--- src/rtl/addsub_rr_scheduler.sv ---
// Round-robin arbiter in front of one shared WIDTH-bit adder-subtractor.
// Two valid/ready requesters feed a single registered, backpressured response port.
module addsub_rr_scheduler #(
  parameter int unsigned WIDTH = 32
) (
  input  logic             clk,
  input  logic             rst_n,
  input  logic             req0_valid,
  output logic             req0_ready,
  input  logic [WIDTH-1:0] req0_a,
  input  logic [WIDTH-1:0] req0_b,
  input  logic             req0_sub,
  input  logic             req1_valid,
  output logic             req1_ready,
  input  logic [WIDTH-1:0] req1_a,
  input  logic [WIDTH-1:0] req1_b,
  input  logic             req1_sub,
  output logic             rsp_valid,
  input  logic             rsp_ready,
  output logic             rsp_id,
  output logic [WIDTH-1:0] rsp_result,
  output logic             rsp_carry,
  output logic             rsp_ovf,
  output logic [15:0]      op_count
);

  localparam int unsigned HALF = WIDTH / 2;

  typedef enum logic [0:0] {StEmpty, StFull} state_e;

  state_e           state_q, state_d;
  logic             last_q, last_d;
  logic             id_q, id_d;
  logic [WIDTH-1:0] result_q, result_d;
  logic             carry_q, carry_d;
  logic             ovf_q, ovf_d;
  logic [15:0]      count_q, count_d;

  logic             slot_free;
  logic             grant0, grant1;
  logic             xfer;

  logic [WIDTH-1:0] sel_a, sel_b, b_x, sum;
  logic             sel_sub;
  logic [HALF:0]    lo_sum, hi_sum;
  logic             sum_carry, sum_ovf, msb_cin;

  // Arbitration: on a tie the requester that was not served last wins.
  always_comb begin
    grant1     = req1_valid & (~req0_valid | ~last_q);
    grant0     = req0_valid & ~grant1;
    slot_free  = ~rsp_valid | rsp_ready;
    req0_ready = slot_free & grant0;
    req1_ready = slot_free & grant1;
    xfer       = req0_ready | req1_ready;
  end

  always_comb begin
    sel_a   = grant1 ? req1_a   : req0_a;
    sel_b   = grant1 ? req1_b   : req0_b;
    sel_sub = grant1 ? req1_sub : req0_sub;
  end

  // Two half-width adders; lower half carry-out ripples into the upper half.
  always_comb begin
    b_x       = sel_b ^ {WIDTH{sel_sub}};
    lo_sum    = {1'b0, sel_a[HALF-1:0]} + {1'b0, b_x[HALF-1:0]} + {{HALF{1'b0}}, sel_sub};
    hi_sum    = {1'b0, sel_a[WIDTH-1:HALF]} + {1'b0, b_x[WIDTH-1:HALF]}
              + {{HALF{1'b0}}, lo_sum[HALF]};
    sum       = {hi_sum[HALF-1:0], lo_sum[HALF-1:0]};
    sum_carry = hi_sum[HALF];
    // Carry into the MSB recovered from the MSB sum bit.
    msb_cin   = sel_a[WIDTH-1] ^ b_x[WIDTH-1] ^ sum[WIDTH-1];
    sum_ovf   = sum_carry ^ msb_cin;
  end

  // FSM state register
  always_ff @(posedge clk or negedge rst_n) begin
    if (!rst_n) begin
      state_q <= StEmpty;
    end else begin
      state_q <= state_d;
    end
  end

  // FSM next state
  always_comb begin
    state_d = state_q;
    unique case (state_q)
      StEmpty: begin
        if (xfer) state_d = StFull;
      end
      StFull: begin
        if (!xfer && rsp_ready) state_d = StEmpty;
      end
      default: state_d = StEmpty;
    endcase
  end

  // FSM outputs
  always_comb begin
    rsp_valid = (state_q == StFull);
  end

  // Response payload, pointer and counter next state
  always_comb begin
    last_d   = last_q;
    id_d     = id_q;
    result_d = result_q;
    carry_d  = carry_q;
    ovf_d    = ovf_q;
    count_d  = count_q;
    if (xfer) begin
      last_d   = grant1;
      id_d     = grant1;
      result_d = sum;
      carry_d  = sum_carry;
      ovf_d    = sum_ovf;
      count_d  = count_q + 16'd1;
    end
  end

  always_ff @(posedge clk or negedge rst_n) begin
    if (!rst_n) begin
      last_q   <= 1'b1;
      id_q     <= 1'b0;
      result_q <= '0;
      carry_q  <= 1'b0;
      ovf_q    <= 1'b0;
      count_q  <= 16'd0;
    end else begin
      last_q   <= last_d;
      id_q     <= id_d;
      result_q <= result_d;
      carry_q  <= carry_d;
      ovf_q    <= ovf_d;
      count_q  <= count_d;
    end
  end

  assign rsp_id     = id_q;
  assign rsp_result = result_q;
  assign rsp_carry  = carry_q;
  assign rsp_ovf    = ovf_q;
  assign op_count   = count_q;

  a_one_ready: assert property (@(posedge clk) disable iff (!rst_n)
    !(req0_ready && req1_ready));

  a_stall_hold: assert property (@(posedge clk) disable iff (!rst_n)
    (rsp_valid && !rsp_ready) |=> (rsp_valid && $stable(rsp_result) && $stable(rsp_id)));

endmodule

--- config.mk ---
export PLATFORM = sky130hd
export DESIGN_NAME = addsub_rr_scheduler
export DESIGN_NICKNAME = d
export VERILOG_FILES = /design/src/rtl/addsub_rr_scheduler.sv
export SDC_FILE = /design/constraint.sdc
export NUM_CORES = 1
export LEC_CHECK = 0
export BUFFER_PORTS_ARGS = -buffer_cell sky130_fd_sc_hd__buf_4
export CAP_MARGIN = 25
export CORE_ASPECT_RATIO = 1.25
export CORE_MARGIN = 5
export CORE_UTILIZATION = 51
export CTS_BUF_LIST = sky130_fd_sc_hd__clkbuf_8
export DETAILED_ROUTE_END_ITERATION = 16
export PLACE_DENSITY = 0.86
export SLEW_MARGIN = 20
export SYNTH_ARGS = -nofsm -noshare
export SYNTH_HDL_FRONTEND = slang
export SYNTH_SLANG_ARGS = --single-unit
--- constraint.sdc ---
create_clock -name clk -period 6.1 [get_ports clk]
set_clock_uncertainty 0.2 [all_clocks]
set_input_delay 1.22 -clock clk [delete_from_list [all_inputs] [get_ports clk]]
set_output_delay 1.22 -clock clk [all_outputs]
set_load 0.03 [all_outputs]
# Word level (Yosys, flattened, before mapping)

Index checks and enable logic that the tools add are counted.

Bits in registers: 53
Bits in latches: 0
Memory bits (writable): 0
ROM bits: 0
Output and inout bits: 54
Memories: 0

Add/sub/neg operators: 5
Multiply operators: 0
Div/mod/pow operators: 0
Magnitude comparators: 0
Equal/unequal tests: 0
Shift operators: 0
Mux-type cells: 6
Bitwise operators: 15
Reductions and logical operators: 2

Operators by type and width:

| operator                | number |
|---|---|
| $mux W32                | 2 |
| $add A16 B16 Y17        | 2 |
| $add A17 B1 Y17         | 2 |
| $xor A32 B32 Y32        | 1 |
| $add A16 B1 Y16 const B | 1 |
| $and A1 B1 Y1           | 4 |
| $not A1 Y1              | 4 |
| $mux W1                 | 3 |
| $or A1 B1 Y1            | 3 |
| $xor A1 B1 Y1           | 3 |
| $pmux W1 S2             | 1 |
| $logic_and A1 B1 Y1     | 1 |
| $logic_not A1 Y1        | 1 |

# Longest topological paths before layout

Word-level depth: 11
Depth in mapped cells: 20
Gate-level depth less buffers: 18

# Least setup slack after synthesis

Ideal clock, no wire load.

Kind: in2reg
Start: in req1_valid
End: reg ovf_q (netlist: rsp_ovf)
Library setup time: 0.124 ns
Arrival time: 5.598 ns
Required time: 5.776 ns
Setup slack: 0.179 ns
Stages: 20
Cells stage by stage: a21boi_2 buf_6 buf_2 buf_2 mux2_2 fa_1 a211oi_1 o211ai_1 a31oi_1 o31ai_1 nand3_1 nand2_1 fa_1 fa_1 a21oi_1 o22ai_1 o211ai_1 a311o_1 a21oi_1 o31a_1

Cells in the longest elaborated chain, start to end: 8
Elaborated cells on any way between the ends: 17
Classes of those cells: 4 x add/sub; 3 x mux; 10 x bitwise

RTL lines:

| what                                       | RTL line | RTL |
|---|---|---|
| start: declaration                         | 13       | `input logic req1_valid,` |
| $and A1 B1 Y1 *                            | 50       | `grant1 = req1_valid & (~req0_valid \| ~last_q);` |
| $mux W32 / $mux W1 (equally long branches) | 60, 61   |  |
| $xor A32 B32 Y32                           | 66       | `b_x = sel_b ^ {WIDTH{sel_sub}};` |
| $add A16 B16 Y17                           | 67       | `lo_sum = {1'b0, sel_a[HALF-1:0]} + {1'b0, b_x[HALF-1:0]} + {{HALF{1'b0}}, sel_sub};` |
| $add A17 B1 Y17                            | 67       |  |
| $add A17 B1 Y17                            | 69       | `+ {{HALF{1'b0}}, lo_sum[HALF]};` |
| $xor A1 B1 Y1                              | 73       | `msb_cin = sel_a[WIDTH-1] ^ b_x[WIDTH-1] ^ sum[WIDTH-1];` |
| $xor A1 B1 Y1                              | 74       | `sum_ovf = sum_carry ^ msb_cin;` |
| end signal: assignment                     | 136      | `ovf_q <= ovf_d;` |
| end: declaration                           | 36       | `logic ovf_q, ovf_d;` |

Every way passes the cells marked *; elsewhere a longest branch is shown, timed or not.
A chain may end at the register's enable or synchronous reset.

# Worst setup path after layout

Same ends and word-level chain as after synthesis.

==> summary.md <==
| Metric | Value |
|---|---|
| Status | `complete, no violations` |
| Setup_tns | `0 ns` |
| Post-synth top area cell | `dfrtp_1` |
| Synth Flop Type | `dfrtp_1` |
| Power density cells | `about 320 nW/um2` |
| Setup ws final | `approximately 0.36 ns` |
| Slew @ Worst Pin | `0.702 ns` |
| Ys Warns | `0` |
| Core Util, Final | `0.724` |
| Antenna fix cells | `0` |
| Via density | `5.43` |
| Static leakage | `approximately 3 nW` |
| Final Cell Area | `6330 um2` |
| Final Slew Violations | `0` |
| DRT Pass-1 Iters | `5` |
| # DRC | `0` |
| Slew margin rel. | `0.532` |
| Post-Synth Adder-Cell Area | `0.0978` |
| Initial Util | `0.524` |
| Final Hold Slack | `0.286 ns` |
| Core ar. | `~9000 um2` |
| Synth Register Bits | `53` |
| Largest net degree at the start of global routing | `70` |
| Yosys top cell area share | `0.284` |
| Compound-Gate Fraction of Synth Area | `0.166` |
| Total GRT Usage | `0.246` |
| DR iter-0 viols | `179` |
| # IOs | `189` |
| Rows | `38` |
| Post-Layout Cell Count | `816` |
| Critical Path AT | `5.75 ns` |
| Port bufs | `about 190` |
| Endpoint type of the worst setup path | `flip-flop` |
| Die ar. | `11,000 um2` |
| Hold Crit Start | `rsp_result[2]$_DFFE_PN0P_` |
| HPWL Detailed | `roughly 11,000 um` |
| Die Width | `~95 um` |
| Detailed-route wire length | `approximately 13,000 um` |
| Clock sink total | `53` |
| RSZ-0062 raised after global routing | `false` |
| Class of the worst hold path | `reg -> reg` |
| CP required | `between 6 and 7 ns` |
| Root buffer cell | `clkbuf_8` |
| Critical path fanouts, max | `11` |
| Syn nets | `670` |
| Post-DP Area | `6200 um2` |
| TritonCTS Buffers | `5` |
| Post-Synthesis Cells | `501` |
| First-pass GRT wire length | `21,500 um` |
| Die height | `116 um` |
| Share of cells above drive strength 1 | `0.366` |
| H-tree depth | `2` |
| Mux share of post-synthesis cell area | `0.155` |
| CTS tree | `yes` |
| Post-synthesis sequential area ratio | `0.290` |
| Reg clk slew, reported paths | `0.11 ns` |
| Total grt overflow | `0` |
| Routed via count | `4,430` |
| Post-Syn Area per Cell | `approximately 9.1 um2` |
| Number of synthesized flops with an enable pin | `0` |
| Final ANT Viol Nets | `0` |
| Hold path depth | `2` |
| FF-to-FF Start | `last_q$_DFFE_PN1P_` |
| Syn Std Cell Area | `4580 um2` |
| Fmax | `roughly 170 MHz` |
| Reg2reg setup slack | `about 1 ns` |
| Nets | `roughly 860` |
| CTS Buffer Depth | `2` |
| Peak VDD IR | `0.193 mV` |
| Post-synth cell types | `52` |
| Setup slack at placement | `-0.152 ns` |
| Vias in the first global route | `4,526` |
| Simple-Gate Fraction of Synth Area | `0.139` |
| Syn-to-layout area delta | `38.1%` |
| Power Total | `2.04 mW` |
| Final setup fails | `0` |
| Max-cap violation count | `0` |
| Largest family of logic cells by synthesized area | `compound AO/OA/AOI/OAI gates` |
| Routability congestion estimate | `approximately 0.95` |
| Final min period | `5.74 ns` |
| Final Cycle Share | `0.941` |
| Antenna violations before repair | `0` |
| Crit path kind | `in -> reg` |
| Dominant cells by area after synthesis | `dfrtp_1, xor2_1, ha_1, mux2_2, mux2i_1` |
| Post-synth ARST share | `1.00` |
| Routed WL per cell | `16.3 um` |
| Final Hold Fails | `0` |
| Synth Area in XOR/XNOR | `0.126` |
| Startpoint Class | `input port` |
| Worst Reg-to-Reg Cells | `20` |
| Clock latency on the worst-skew pair | `0.32 ns` |
| Dpl cells | `806` |
| CP startpoint | `req1_valid` |
## area by class of cell
| type | count | area [um2] |
|---|---|---|
| sequential | 53 | 1330 |
| timing repair buffer | 206 | 1560 |
| clock inverter | 3 | 25.0 |
| fill | 714 | 2420 |
| inverter | 7 | 26.3 |
| clock buffer | 5 | 68.8 |
| tap | 120 | 150 |
| multi-input combinational | 422 | 3170 |
## sequential cells by signal, indices dropped and copies added, names as in the netlist
register and flops:
rsp_result 32, last_q 1, rsp_valid 1, rsp_id 1, rsp_carry 1, op_count 16
rsp_ovf 1
## placed cells by master (no fill, tap or decap), types with 16 or more instances in the layout
cell type / count
xor2_1: 45
o21ai_0: 32
mux2_2: 31
a21oi_1: 21
xnor2_1: 21
nand2_1: 60
buf_4: 205
mux2i_1: 33
nor2_1: 28
ha_1: 31
dfrtp_1: 52
nand3_1: 16
## power breakdown
part	switching (mW)	total (mW)	internal, mW
Combinational	0.733	1.27	0.535
Sequential	0.0914	0.564	0.473
Clock	0.127	0.210	0.0832
## worst max-delay path, stage by stage
cell and delay (ns):
buf_4 0.11, a21boi_4 0.19, buf_12 0.15, mux2i_4 0.28
buf_4 0.26, xor2_1 0.19, ha_1 0.29, o21ai_1 0.23
o211ai_1 0.17, a31oi_1 0.28, o31ai_1 0.15, nand3_1 0.10
nand2_1 0.06, fa_1 0.43, fa_1 0.43, a21oi_1 0.18
o22ai_1 0.17, o211ai_1 0.24, a311o_1 0.24, a21oi_1 0.08
o31a_1 0.28
## Yosys cell counts (6+ instances only)
cell type,n
a211oi_1,6
a21o_1,11
a21oi_1,21
buf_2,10
clkbuf_1,8
dfrtp_1,52
ha_1,31
inv_1,7
mux2_2,31
mux2i_1,34
nand2_1,60
nand3_1,16
nor2_1,28
o21a_1,6
o21ai_0,35
xnor2_1,21
xor2_1,45
## layer usage
metal  vias to the layer above  global-route usage  wire length [um]
met3                        25              0.0403               914
li1                       2196                   -                 -
met1                      2023               0.312              5410
met4                         0              0.0654               241
met2                       186               0.432              6770
met5                         -                   0                 0
## path summary, 6_finish.rpt
| check | to |
|---|---|
| min in group asynchronous | rsp_result[4]$_DFFE_PN0P_ |
| max | rsp_ovf$_DFFE_PN0P_ |
| max in group asynchronous | rsp_result[0]$_DFFE_PN0P_ |
| min | rsp_result[2]$_DFFE_PN0P_ |
| min reg2reg | rsp_result[2]$_DFFE_PN0P_ |
| max reg2reg | rsp_ovf$_DFFE_PN0P_ |
## cells by family after synthesis
logic type | count (synthesis)
multiplexers | 66
buffers and inverters | 26
AND/OR/NAND/NOR | 140
AO/OA/AOI/OAI | 116
flip-flops | 53
adder cells (fa/ha/maj) | 34
XOR/XNOR | 66
## repair_timing
item                                    4_1_cts  5_1_grt
setup buffers                                 0        2
gates resized for setup                       0        3
endpoints found under the setup margin        0        6
hold buffers                                  0        0
(Power assumes the default switching activity.)
